## config.mk

```make
export PLATFORM = sky130hd
export DESIGN_NAME = coax_rx_packer_flat
export DESIGN_NICKNAME = d
export VERILOG_FILES = /design/src/rtl/coax_rx_packer_pkg.sv /design/src/rtl/coax_rx_packer_if.sv /design/src/rtl/coax_rx_packer.sv /design/src/flat_wrapper.sv
export SDC_FILE = /design/constraint.sdc
export NUM_CORES = 1
export LEC_CHECK = 0
export CAP_MARGIN = 20
export CORE_MARGIN = 3
export CORE_UTILIZATION = 50
export CTS_BUF_LIST = sky130_fd_sc_hd__clkbuf_4
export CTS_CLUSTER_SIZE = 8
export DETAILED_ROUTE_END_ITERATION = 8
export GPL_TIMING_DRIVEN = 0
export HOLD_SLACK_MARGIN = 0.15
export PLACE_DENSITY = 0.76
export SKIP_CTS_REPAIR_TIMING = 1
export SLEW_MARGIN = 20
export SYNTH_ARGS = -nofsm -noshare
export SYNTH_HDL_FRONTEND = slang
export SYNTH_SLANG_ARGS = --single-unit
```

## constraint.sdc

```tcl
create_clock -name clk -period 2.55 [get_ports clk]
set_input_delay 0.3825 -clock clk [delete_from_list [all_inputs] [get_ports clk]]
set_output_delay 0.3825 -clock clk [all_outputs]
set_load 0.005 [all_outputs]
```

## src/rtl/coax_rx_packer_pkg.sv

```systemverilog
// coax_rx_packer shared types: FSM states, record flags, record encoder.
// Every record is two bytes: flags OR'd with value[9:8], then value[7:0].
package coax_rx_packer_pkg;

  typedef enum logic [3:0] {
    IDLE,
    DATA_HI,
    DATA_LO,
    SETTLE,
    EOF_HI,
    EOF_LO,
    ERR_HI,
    ERR_LO,
    HALT
  } state_t;

  localparam logic [7:0] FLAG_DATA  = 8'h00;
  localparam logic [7:0] FLAG_ERROR = 8'h80;
  localparam logic [7:0] FLAG_EOF   = 8'h40;

  function automatic logic [15:0] rec_encode(
    input logic [7:0] flags,
    input logic [9:0] val
  );
    return {flags | {6'b0, val[9:8]}, val[7:0]};
  endfunction

endpackage

```

## src/rtl/coax_rx_packer_if.sv

```systemverilog
// Host-side byte stream: valid/ready handshake carrying one byte.
// The packer drives it as master; the host bridge is the slave.
interface coax_rx_packer_if;
  logic [7:0] out_data;
  logic       out_valid;
  logic       out_ready;

  modport master (
    output out_data,
    output out_valid,
    input  out_ready
  );

  modport slave (
    input  out_data,
    input  out_valid,
    output out_ready
  );
endinterface

```

## src/rtl/coax_rx_packer.sv

```systemverilog
// Drains the coax receive word FIFO into a host byte stream,
// adding per-frame EOF records and a one-shot error record.
module coax_rx_packer
  import coax_rx_packer_pkg::*;
#(
  parameter bit EMIT_EOF    = 1'b1,
  parameter int COUNT_WIDTH = 10
) (
  input  logic                     clk,
  input  logic                     reset,
  input  logic [9:0]               rx_data,
  input  logic                     rx_empty,
  input  logic                     rx_error,
  input  logic                     rx_active,
  output logic                     rx_read_strobe,
  coax_rx_packer_if.master         host,
  output logic                     busy
);

  state_t state_q, state_d;

  logic [9:0]             word_q, word_d;
  logic [COUNT_WIDTH-1:0] cnt_q, cnt_d;
  logic [COUNT_WIDTH-1:0] cnt_inc;
  logic                   open_q, open_d;
  logic [9:0]             cnt_rep;
  logic                   strobe;
  logic                   valid;
  logic [7:0]             obyte;
  logic [15:0]            rec_data;
  logic [15:0]            rec_err;
  logic [15:0]            rec_eof;

  // Only the low 10 bits of the count fit in an EOF record.
  if (COUNT_WIDTH >= 10) begin : g_cnt_wide
    assign cnt_rep = cnt_q[9:0];
  end else begin : g_cnt_narrow
    assign cnt_rep = {{(10-COUNT_WIDTH){1'b0}}, cnt_q};
  end

  assign cnt_inc  = (cnt_q == '1) ? cnt_q : cnt_q + 1'b1;
  assign rec_data = rec_encode(FLAG_DATA, word_q);
  assign rec_err  = rec_encode(FLAG_ERROR, word_q);
  assign rec_eof  = rec_encode(FLAG_EOF, cnt_rep);

  always_ff @(posedge clk) begin
    if (reset) begin
      state_q <= IDLE;
      word_q  <= '0;
      cnt_q   <= '0;
      open_q  <= 1'b0;
    end else begin
      state_q <= state_d;
      word_q  <= word_d;
      cnt_q   <= cnt_d;
      open_q  <= open_d;
    end
  end

  always_comb begin
    state_d = state_q;
    word_d  = word_q;
    cnt_d   = cnt_q;
    open_d  = open_q;
    strobe  = 1'b0;
    valid   = 1'b0;
    obyte   = 8'h00;
    unique case (state_q)
      IDLE: begin
        // The error code rides on rx_data; reuse the word register.
        if (rx_error) begin
          word_d  = rx_data;
          state_d = ERR_HI;
        end else if (!rx_empty) begin
          word_d  = rx_data;
          strobe  = 1'b1;
          open_d  = 1'b1;
          state_d = DATA_HI;
        end else if (EMIT_EOF && open_q && !rx_active) begin
          state_d = EOF_HI;
        end
      end
      DATA_HI: begin
        valid = 1'b1;
        obyte = rec_data[15:8];
        if (host.out_ready) state_d = DATA_LO;
      end
      DATA_LO: begin
        valid = 1'b1;
        obyte = rec_data[7:0];
        if (host.out_ready) begin
          cnt_d   = cnt_inc;
          state_d = SETTLE;
        end
      end
      SETTLE: begin
        state_d = IDLE;
      end
      EOF_HI: begin
        valid = 1'b1;
        obyte = rec_eof[15:8];
        if (host.out_ready) state_d = EOF_LO;
      end
      EOF_LO: begin
        valid = 1'b1;
        obyte = rec_eof[7:0];
        if (host.out_ready) begin
          cnt_d   = '0;
          open_d  = 1'b0;
          state_d = IDLE;
        end
      end
      ERR_HI: begin
        valid = 1'b1;
        obyte = rec_err[15:8];
        if (host.out_ready) state_d = ERR_LO;
      end
      ERR_LO: begin
        valid = 1'b1;
        obyte = rec_err[7:0];
        if (host.out_ready) state_d = HALT;
      end
      HALT: begin
        if (!rx_error) begin
          cnt_d   = '0;
          open_d  = 1'b0;
          state_d = IDLE;
        end
      end
      default: begin
        state_d = IDLE;
      end
    endcase
  end

  // Reset silences every output in the same cycle it is asserted.
  assign rx_read_strobe = strobe & ~reset;
  assign host.out_valid = valid & ~reset;
  assign host.out_data  = reset ? 8'h00 : obyte;
  assign busy           = (state_q != IDLE) & ~reset;

endmodule

```

## src/flat_wrapper.sv

```systemverilog
// flat-port wrapper written by rule: the top's interface ports become plain ports
module coax_rx_packer_flat import coax_rx_packer_pkg::*;
#(
  parameter bit EMIT_EOF    = 1'b1,
  parameter int COUNT_WIDTH = 10
)
  (clk, reset, rx_data, rx_empty, rx_error, rx_active, rx_read_strobe, busy, host_out_data, host_out_valid, host_out_ready);
  coax_rx_packer_if host_i ();
  input  logic clk;
  input  logic reset;
  input  logic [9:0] rx_data;
  input  logic rx_empty;
  input  logic rx_error;
  input  logic rx_active;
  output logic rx_read_strobe;
  output logic busy;
  output wire logic [$bits(host_i.out_data)-1:0] host_out_data;
  output wire logic [$bits(host_i.out_valid)-1:0] host_out_valid;
  input wire logic [$bits(host_i.out_ready)-1:0] host_out_ready;
  assign host_out_data = host_i.out_data;
  assign host_out_valid = host_i.out_valid;
  assign host_i.out_ready = host_out_ready;
  coax_rx_packer #(.EMIT_EOF(EMIT_EOF), .COUNT_WIDTH(COUNT_WIDTH)) u_core (.clk(clk), .reset(reset), .rx_data(rx_data), .rx_empty(rx_empty), .rx_error(rx_error), .rx_active(rx_active), .rx_read_strobe(rx_read_strobe), .host(host_i), .busy(busy));
endmodule
```

### Word level (Yosys, flattened, before mapping)

Cells that the tools add are included.

| storage, ports and cells | value |
|---|---|
| register bits after elaboration | 25 |
| input bits | 16 |
| logic and storage cells | 70 |
| output and inout port bits | 11 |

| operators by class | value |
|---|---|
| reductions and logical operators | 12 |
| $add $sub $neg | 1 |
| mux-type cells | 29 |
| bitwise gates (word level) | 4 |
| equal/unequal tests | 20 |

Operators with widths:

| kind | number |
|---|---|
| two-way mux 10 bit | 6 |
| two-way mux 4 bit | 10 |
| one-hot mux 8 bit (5 select lines) | 1 |
| one-hot mux 4 bit (8 select lines) | 1 |
| one-hot mux 10 bit (3 select lines) | 1 |
| != test 2 bit, second input constant | 10 |
| == test 4 x 3 -> 1 bit, second input constant | 4 |
| adder 10 x 1 -> 10 bit, second input constant | 1 |
| == test 10 bit, second input constant | 1 |
| AND reduction 5 bit | 2 |
| two-way mux 1 bit | 8 |
| two-way mux 8 bit | 1 |
| AND reduction 8 bit | 1 |
| nonzero test 3 bit | 2 |
| OR reduction 6 bit | 1 |
| == test 4 x 1 -> 1 bit, second input constant | 1 |
| == test 4 x 2 -> 1 bit, second input constant | 1 |
| == test 4 bit, second input constant | 1 |
| zero test 4 bit | 1 |
| != test 4 x 3 -> 1 bit, second input constant | 1 |
| nonzero test 4 bit | 1 |
| bitwise AND 1 bit | 3 |
| one-hot mux 1 bit (3 select lines) | 1 |
| != test 2 x 1 -> 1 bit, second input constant | 1 |
| other kinds (5) | 5 |

### Depth between registers and ports, before layout

Gate-level depths: netlist of run 1.

| logic depth | value |
|---|---|
| depth after elaboration | 6 |
| mapped depth | 7 |
| gate-level depth less buffers | 6 |

### Least setup slack after synthesis of run 1

No wires, ideal clock.

| path | value |
|---|---|
| path type | flip-flop to output port |
| from | register u_core.state_q[2] |
| to | output host_out_data[0] |
| buffers on the path | 2 |
| path slack | 829 ps |
| arrival time | 1,339 ps |
| cell stages (with the launch flop) | 8 |
| cell sequence | dfxtp_1 -> buf_2 -> buf_2 -> xnor2_1 -> nand2_1 -> nor2_1 -> a221oi_1 -> nor2_1 |

| between the ends | value |
|---|---|
| longest elaborated chain between the ends | 4 |
| elaborated cells between the ends (all ways) | 9 |
| those cells by class | eq/ne: 6; mux: 2; reduce/logical: 1 |

RTL lines:

| item | line | source |
|---|---|---|
| from (decl) | coax_rx_packer.sv:20 | `state_t state_q, state_d;` |
| from (signal assigned) | coax_rx_packer.sv:53 | `state_q <= state_d;` |
| == test 4 x 2 -> 1 bit or == test 4 x 3 -> 1 bit (tied branches) | coax_rx_packer.sv:68 | `unique case (state_q)` |
| OR reduction 2 bit (no source line) | n/a |  |
| one-hot mux 8 bit (5 select lines) * | coax_rx_packer.sv:68 |  |
| two-way mux 8 bit * | coax_rx_packer.sv:139 | `assign host.out_data = reset ? 8'h00 : obyte;` |
| to (decl) | flat_wrapper.sv:17 | `output wire logic [$bits(host_i.out_data)-1:0] host_out_data;` |

Every way passes the cells marked *; elsewhere a longest branch is shown, timed or not.

### Worst setup path in the final report of run 1

| path | value |
|---|---|
| from | register u_core.state_q[1] |
| to | output host_out_data[7] |

The elaborated chain is that of the path after synthesis.

==> summary.md, run 1 <==
| Metric | Value |
|---|---|
| Outcome | completed |
| Fin crit share | 98.7% |
| Number of synthesized flops with an enable pin | 0 |
| Post-Route WL | 4000 um |
| WP data required | 2170 ps |
| Setup TNS | 0 ps |
| H-tree levels | 1 |
| GRT Util Overall | between 20% and 30% |
| Setup repair after global routing missed its margin | true |
| FFs w/ async S/R, synth | 0% |
| Gate Count Post-Synth | 194 |
| Final Setup Violations | 0 |
| Synthesized net count | 211 |
| Worst slew pin tran | 470 ps |
| Critical Path End Type | primary output |
| Vias/cell | 5.72 |
| TritonCTS clock tree | yes |
| Fin. Hold Viols | 0 |
| Final Max Slew Viols | 0 |
| First-pass DRT Iterations | 5 |
| Sequential area share after synthesis | around a third |
| Leakage | 0.950 nW |
| DRC Markers | 0 |
| Clk sink count | 25 |
| Drt wl/cell | between 10 and 15 um |
| Gpl congestion | 0.859 |
| Syn. warnings | 0 |
| Starting density of the core | 54.4% |
| Commonest non-fill, non-tap cell in the layout | nor2_1 |
| Core box area | 0.00288 mm2 |
| Row count | 19 |
| Commonest cells after routing, fill and taps aside | 34 x nor2_1, 23 x dfxtp_1, 20 x clkdlybuf4s50_1 |
| Die width | about 62 um |
| Later-pin clock latency in the skew report | 330 ps |
| DR iter-0 viols | 103 |
| Largest net degree at the start of global routing | 15 |
| Die area | 0.00384 mm2 |
| Ys flop type | dfxtp_1 |
| Slew HR | approximately 69% |
| Worst IR Drop VDD | 0.000498 V |
| Area Overhead vs Synth | 28.6% |
| Skew final | 12.9 ps |
| Initial antenna violation count | 0 |
| Synth unique cells | 50 |
| Hold Path Class | flip-flop to flip-flop |
| Yosys reg bits | 25 |
| Reg clk slew, reported paths | 140 ps |
| Root Buffer | clkbuf_4 |
| Chip Height | between 60 and 70 um |
| Critical Path Source Type | flip-flop |
| Synth Area per Inst | 8.06 um2 |
| Layout cell share with drive strength beyond 1 | between 15 and 20% |
| Overflow after GRT | 0 |
| Max Cap Viol | 0 |
| Vias in the first global route | 1401 |
| Mapped Area | ~0.0016 mm2 |
| PortBufs | 26 |
| ANT nets after route | 0 |
| N_diodes | 0 |
| WP data arrival | 2140 ps |
| Design area | 0.00201 mm2 |
| IO Pins | 27 |
| Fill cells | 242 |
| Max Fanout on Critical Path | 10 |
| Final-stage net count | 246 |
| DP HPWL | 2950 um |
| DP Area | 0.00188 mm2 |
| Minimum clock period | between 2000 and 3000 ps |
| CTS buffer count | 3 |
| Clock tree buffer depth | 2 |
| PwrDens | ~840 mW/mm2 |
| Fmax | just under 0.4 GHz |
| Global-route wire length before repair | 6340 um |
| Worst Setup Path Type | flip-flop to primary output |
| Total number of vias | 1545 |
| Hold_ws | 520 ps |
-- per-layer routing --
metal	global-route usage, %	routed length (um)
met1	30.0	1830
met2	35.7	1910
met3	5.17	235
met4	5.15	34
met5	0	0
-- cell usage after synthesis, types with 2 or more instances --
cell	number	area, um2
inv_1	8	30.0
a211o_1	5	43.8
and3_1	6	37.5
a31oi_1	2	12.5
nand2b_1	4	25.0
nor2_1	37	139
nand3_1	7	35.0
o21ai_0	6	30.0
nand4_1	3	18.8
nor3_1	7	35.0
nor3_2	2	20.0
nor2b_1	2	12.5
nand2_1	7	26.3
buf_6	3	33.8
buf_2	6	30.0
a21oi_1	5	25.0
mux2i_1	12	120
a22oi_1	5	37.5
clkbuf_1	4	15.0
a221oi_1	3	26.3
a21o_1	5	37.5
nor4_2	2	25.0
or3b_1	2	17.5
dfxtp_1	25	500
-- metrics by stage --
step | total power, W | instances | util [%] | setup slack, ps
floorplan | 0.00114 | 194 | - | 829
global placement | 0.00134 | 262 | 65.2 | -196
detailed placement | 0.00137 | 262 | 65.2 | -215
CTS | 0.00155 | 266 | 66.2 | -285
global route | 0.00181 | 270 | 69.9 | -51.1
finish | 0.00170 | 270 | 69.9 | 32.4
-- state kept, by name, indices dropped and copies added (netlist names) --
| name | flops |
|---|---|
| u_core.cnt_q | 10 |
| u_core.open_q | 1 |
| u_core.state_q | 4 |
| u_core.word_q | 10 |
-- power by group --
| part | switching (W) | leakage, nW | internal [W] | total (W) |
|---|---|---|---|---|
| combinational | 0.000541 | 0.728 | 0.000466 | 0.00101 |
| clock | 0.000121 | 0.0177 | 0.0000589 | 0.000180 |
| sequential | 0.0000417 | 0.205 | 0.000468 | 0.000510 |
| total | 0.000704 | 0.950 | 0.000993 | 0.00170 |
-- worst max-delay path, cell delays in order (launching register included) --
cell	delay [ps]
dfxtp_2	360
buf_6	130
xor2_1	160
nor2_1	80
or3_4	420
nor2_1	140
clkdlybuf4s50_1	510
-- kinds of logic (layout without fill, tap and decap cells) --
group	count (synthesis)	after routing	synth area share (%)
buf+inv	22	56	7.20
flops	25	25	32.0
xor+xnor	2	2	1.12
fa+ha+maj	1	1	0.800
simple gates	89	89	30.5
compound gates	43	43	20.7
mux	12	12	7.68
-- path summary, 6_finish.rpt --
check             slack [ps]  cells after the start                      startpoint                            to
setup / recovery          30                      6  u_core.state_q[1]$_SDFFE_PP0P_              host_out_data[7]
hold / removal           520                      2      u_core.open_q$_SDFFE_PP0P_    u_core.open_q$_SDFFE_PP0P_
setup reg to reg         570                      6  u_core.state_q[0]$_SDFFE_PP0P_  u_core.cnt_q[9]$_SDFFE_PP0P_
hold reg to reg          520                      2      u_core.open_q$_SDFFE_PP0P_    u_core.open_q$_SDFFE_PP0P_
-- final cells by class --
class                      instances  area, um2  share of cell area (%)
multi-input combinational        147        981                    48.8
sequential                        25        503                    25.0
timing repair buffer              31        313                    15.5
buffer                            13        105                    5.22
tap                               42       52.6                    2.61
inverter                           8       30.0                    1.49
clock buffer                       3       22.5                    1.12
clock inverter                     1       5.00                   0.249
No activity file was read; power rests on OpenSTA's default activity.
==> run 2: changes to the inputs <==
ABC_CLOCK_PERIOD_IN_PS = 2550   (was default)
CORE_MARGIN = default   (was 3)
==> run 2 against run 1 <==
Against the previous run:
- critical path depth rose by 2
- worst setup slack improved by 2.6 ps
- non-clock buffer count fell by 5
- count of clock-buffer cells in the layout did not move
- fmax rose by 0.10%
- clock skew fell by 6.0 ps
- first-iteration DRC count fell by 2.9%
- core utilization fell by 0.38 points
- via count fell by 1.1%
- sequential power barely moved
- sequential cell count did not move
- critical endpoint is now host_out_data[1]
- highest routed layer unchanged
==> summary.md, run 2 (same netlist as run 1, synthesis figures left out) <==
| Metric | Value |
|---|---|
| Clock tree buffer depth | 2 |
| Flop pwr share | 29.9% |
| Critical Path End Type | primary output |
| Top delay family on crit path | buffers and inverters |
| DR iter-0 viols | 100 |
| Final Max Slew Viols | 0 |
| Hold Path Class | flip-flop to flip-flop |
| Starting density of the core | 54.8% |
| Chip Height | 57.9 um |
| Bufs and invs on worst path | 3 |
| Clk pwr share | 11.5% |
| Fmax | 0.398 GHz |
| Critical Path Source Type | flip-flop |
| Vias/cell | around 6 |
| Row count | 19 |
| Root Buffer | clkbuf_4 |
| PwrDens | 854 mW/mm2 |
| IO Pins | 27 |
| Fin crit share | 98.6% |
| TritonCTS clock tree | yes |
| Total number of vias | 1528 |
| Worst IR Drop VDD | 0.000532 V |
| Final worst-path setup slack | 35.1 ps |
| Worst Setup Path Type | flip-flop to primary output |
| Gpl congestion | 0.862 |
| Leakage | about 0.85 nW |
| PortBufs | 26 |
| Largest registers | u_core.cnt_q x10, u_core.word_q x10, u_core.state_q x4 |
| Worst slack, placed | -172 ps |
| DP HPWL | about 2800 um |
| Fill cells | 248 |
| PnR Total Power | 0.00170 W |
| Max Cap Viol | 0 |
| H-tree levels | 1 |
| Core box area | 0.00285 mm2 |
| Layout cell share with drive strength beyond 1 | 18.3% |
| Max Fanout on Critical Path | 10 |
| Vias in the first global route | ~1.4k |
| Gate power share | a little under 60% |
| N_diodes | 0 |
| Reg clk slew, reported paths | roughly 140 ps |
| DRC Markers | 0 |
| Setup repair after global routing missed its margin | true |
| Post-Route WL | 3840 um |
| Area Overhead vs Synth | 26.9% |
| Initial antenna violation count | 0 |
| CP most frequent cell | buf_6 |
| Skew final | 6.90 ps |
| Commonest cells after routing, fill and taps aside | 32 x nor2_1, 24 x clkdlybuf4s50_1, 23 x dfxtp_1 |
| GRT Util Overall | 23.7% |
| Clk sink count | 25 |
| Largest net degree at the start of global routing | 16 |
| WP data arrival | roughly 2100 ps |
| Final-stage net count | 242 |
| Setup TNS | 0 ps |
| Die width | 57.9 um |
| Slowest stage cell, crit path | clkdlybuf4s50_1 |
| Outcome | completed |
| CTS buffer count | 3 |
| Critical path depth | 8 |
| Design area | 0.00198 mm2 |
| CP peak stage delay | between 500 and 600 ps |
| DP Area | 0.00186 mm2 |
| Psw | 0.000728 W |
| ANT nets after route | 0 |
| Final Setup Violations | 0 |
| Final core area utilization | between 60% and 70% |
| Commonest non-fill, non-tap cell in the layout | nor2_1 |
| Net Sw Frac | 42.9% |
| WHS Path Cells | 2 |
| Die area | 0.00336 mm2 |
| Fin. Hold Viols | 0 |
| Critical path, cell by cell | buf_6, buf_6, xnor2_2, nand2_2, nor2_4, a221oi_1, nor2_1, clkdlybuf4s50_1 |
| Global-route wire length before repair | between 6000 and 7000 um |
| Drt wl/cell | 15.1 um |
| Slew HR | 68.0% |
| Int Power | between 0.0009 and 0.001 W |
| Reg2Reg Depth | 6 |
| Minimum clock period | 2510 ps |
| Later-pin clock latency in the skew report | approximately 340 ps |
| Overflow after GRT | 0 |
| First-pass DRT Iterations | 4 |
| Worst slew pin tran | around 480 ps |
| WP data required | 2170 ps |
==> run 2: per-stage QoR <==
stage | hold slack, ps | cells
detailed placement | 485 | 251
floorplan | 454 | 194
CTS | 508 | 255
finish | 508 | 255
global route | 534 | 255
global placement | 476 | 251
==> run 2: final cells by class <==
class	instances	area [um2]	share of cell area, %
Sequential cell	25	503	25.3
Clock buffer	3	22.5	1.13
Buffer	13	105	5.30
Clock inverter	1	7.51	0.378
Inverter	8	30.0	1.51
Tap cell	31	38.8	1.95
Multi-Input combinational cell	148	1010	51.0
Timing Repair Buffer	26	265	13.4
==> run 2: power by group through the flow <==
stage	combinational [W]	clock, W	sequential, W
detailed placement	0.000848	0	0.000512
finish	0.000994	0.000195	0.000507
floorplan	0.000640	0	0.000500
CTS	0.000851	0.000200	0.000502
global placement	0.000830	0	0.000509
global route	0.00108	0.000217	0.000518
==> run 2: routing by layer <==
metal	vias to the layer above	wire [um]	track usage (%)
met1	699	1770	32.0
met4	0	71	9.18
li1	765	-	-
met2	57	1750	38.1
met5	-	0	0
met3	7	246	3.57
==> run 2: path summary, 6_finish.rpt <==
kind / slack [ps] / from / endpoint
worst max-delay path: 40 / u_core.state_q[0]$_SDFFE_PP0P_ / host_out_data[1]
worst min-delay path: 510 / u_core.open_q$_SDFFE_PP0P_ / u_core.open_q$_SDFFE_PP0P_
worst max register to register: 560 / u_core.state_q[0]$_SDFFE_PP0P_ / u_core.cnt_q[7]$_SDFFE_PP0P_
worst min register to register: 510 / u_core.open_q$_SDFFE_PP0P_ / u_core.open_q$_SDFFE_PP0P_
==> run 2: worst min-delay path, delay by kind of cell (launching register included) <==
kind	cells	cell delay (ps)
DFF	1	330
buffers and inverters	1	70
AOI/OAI and AO/OA	1	80
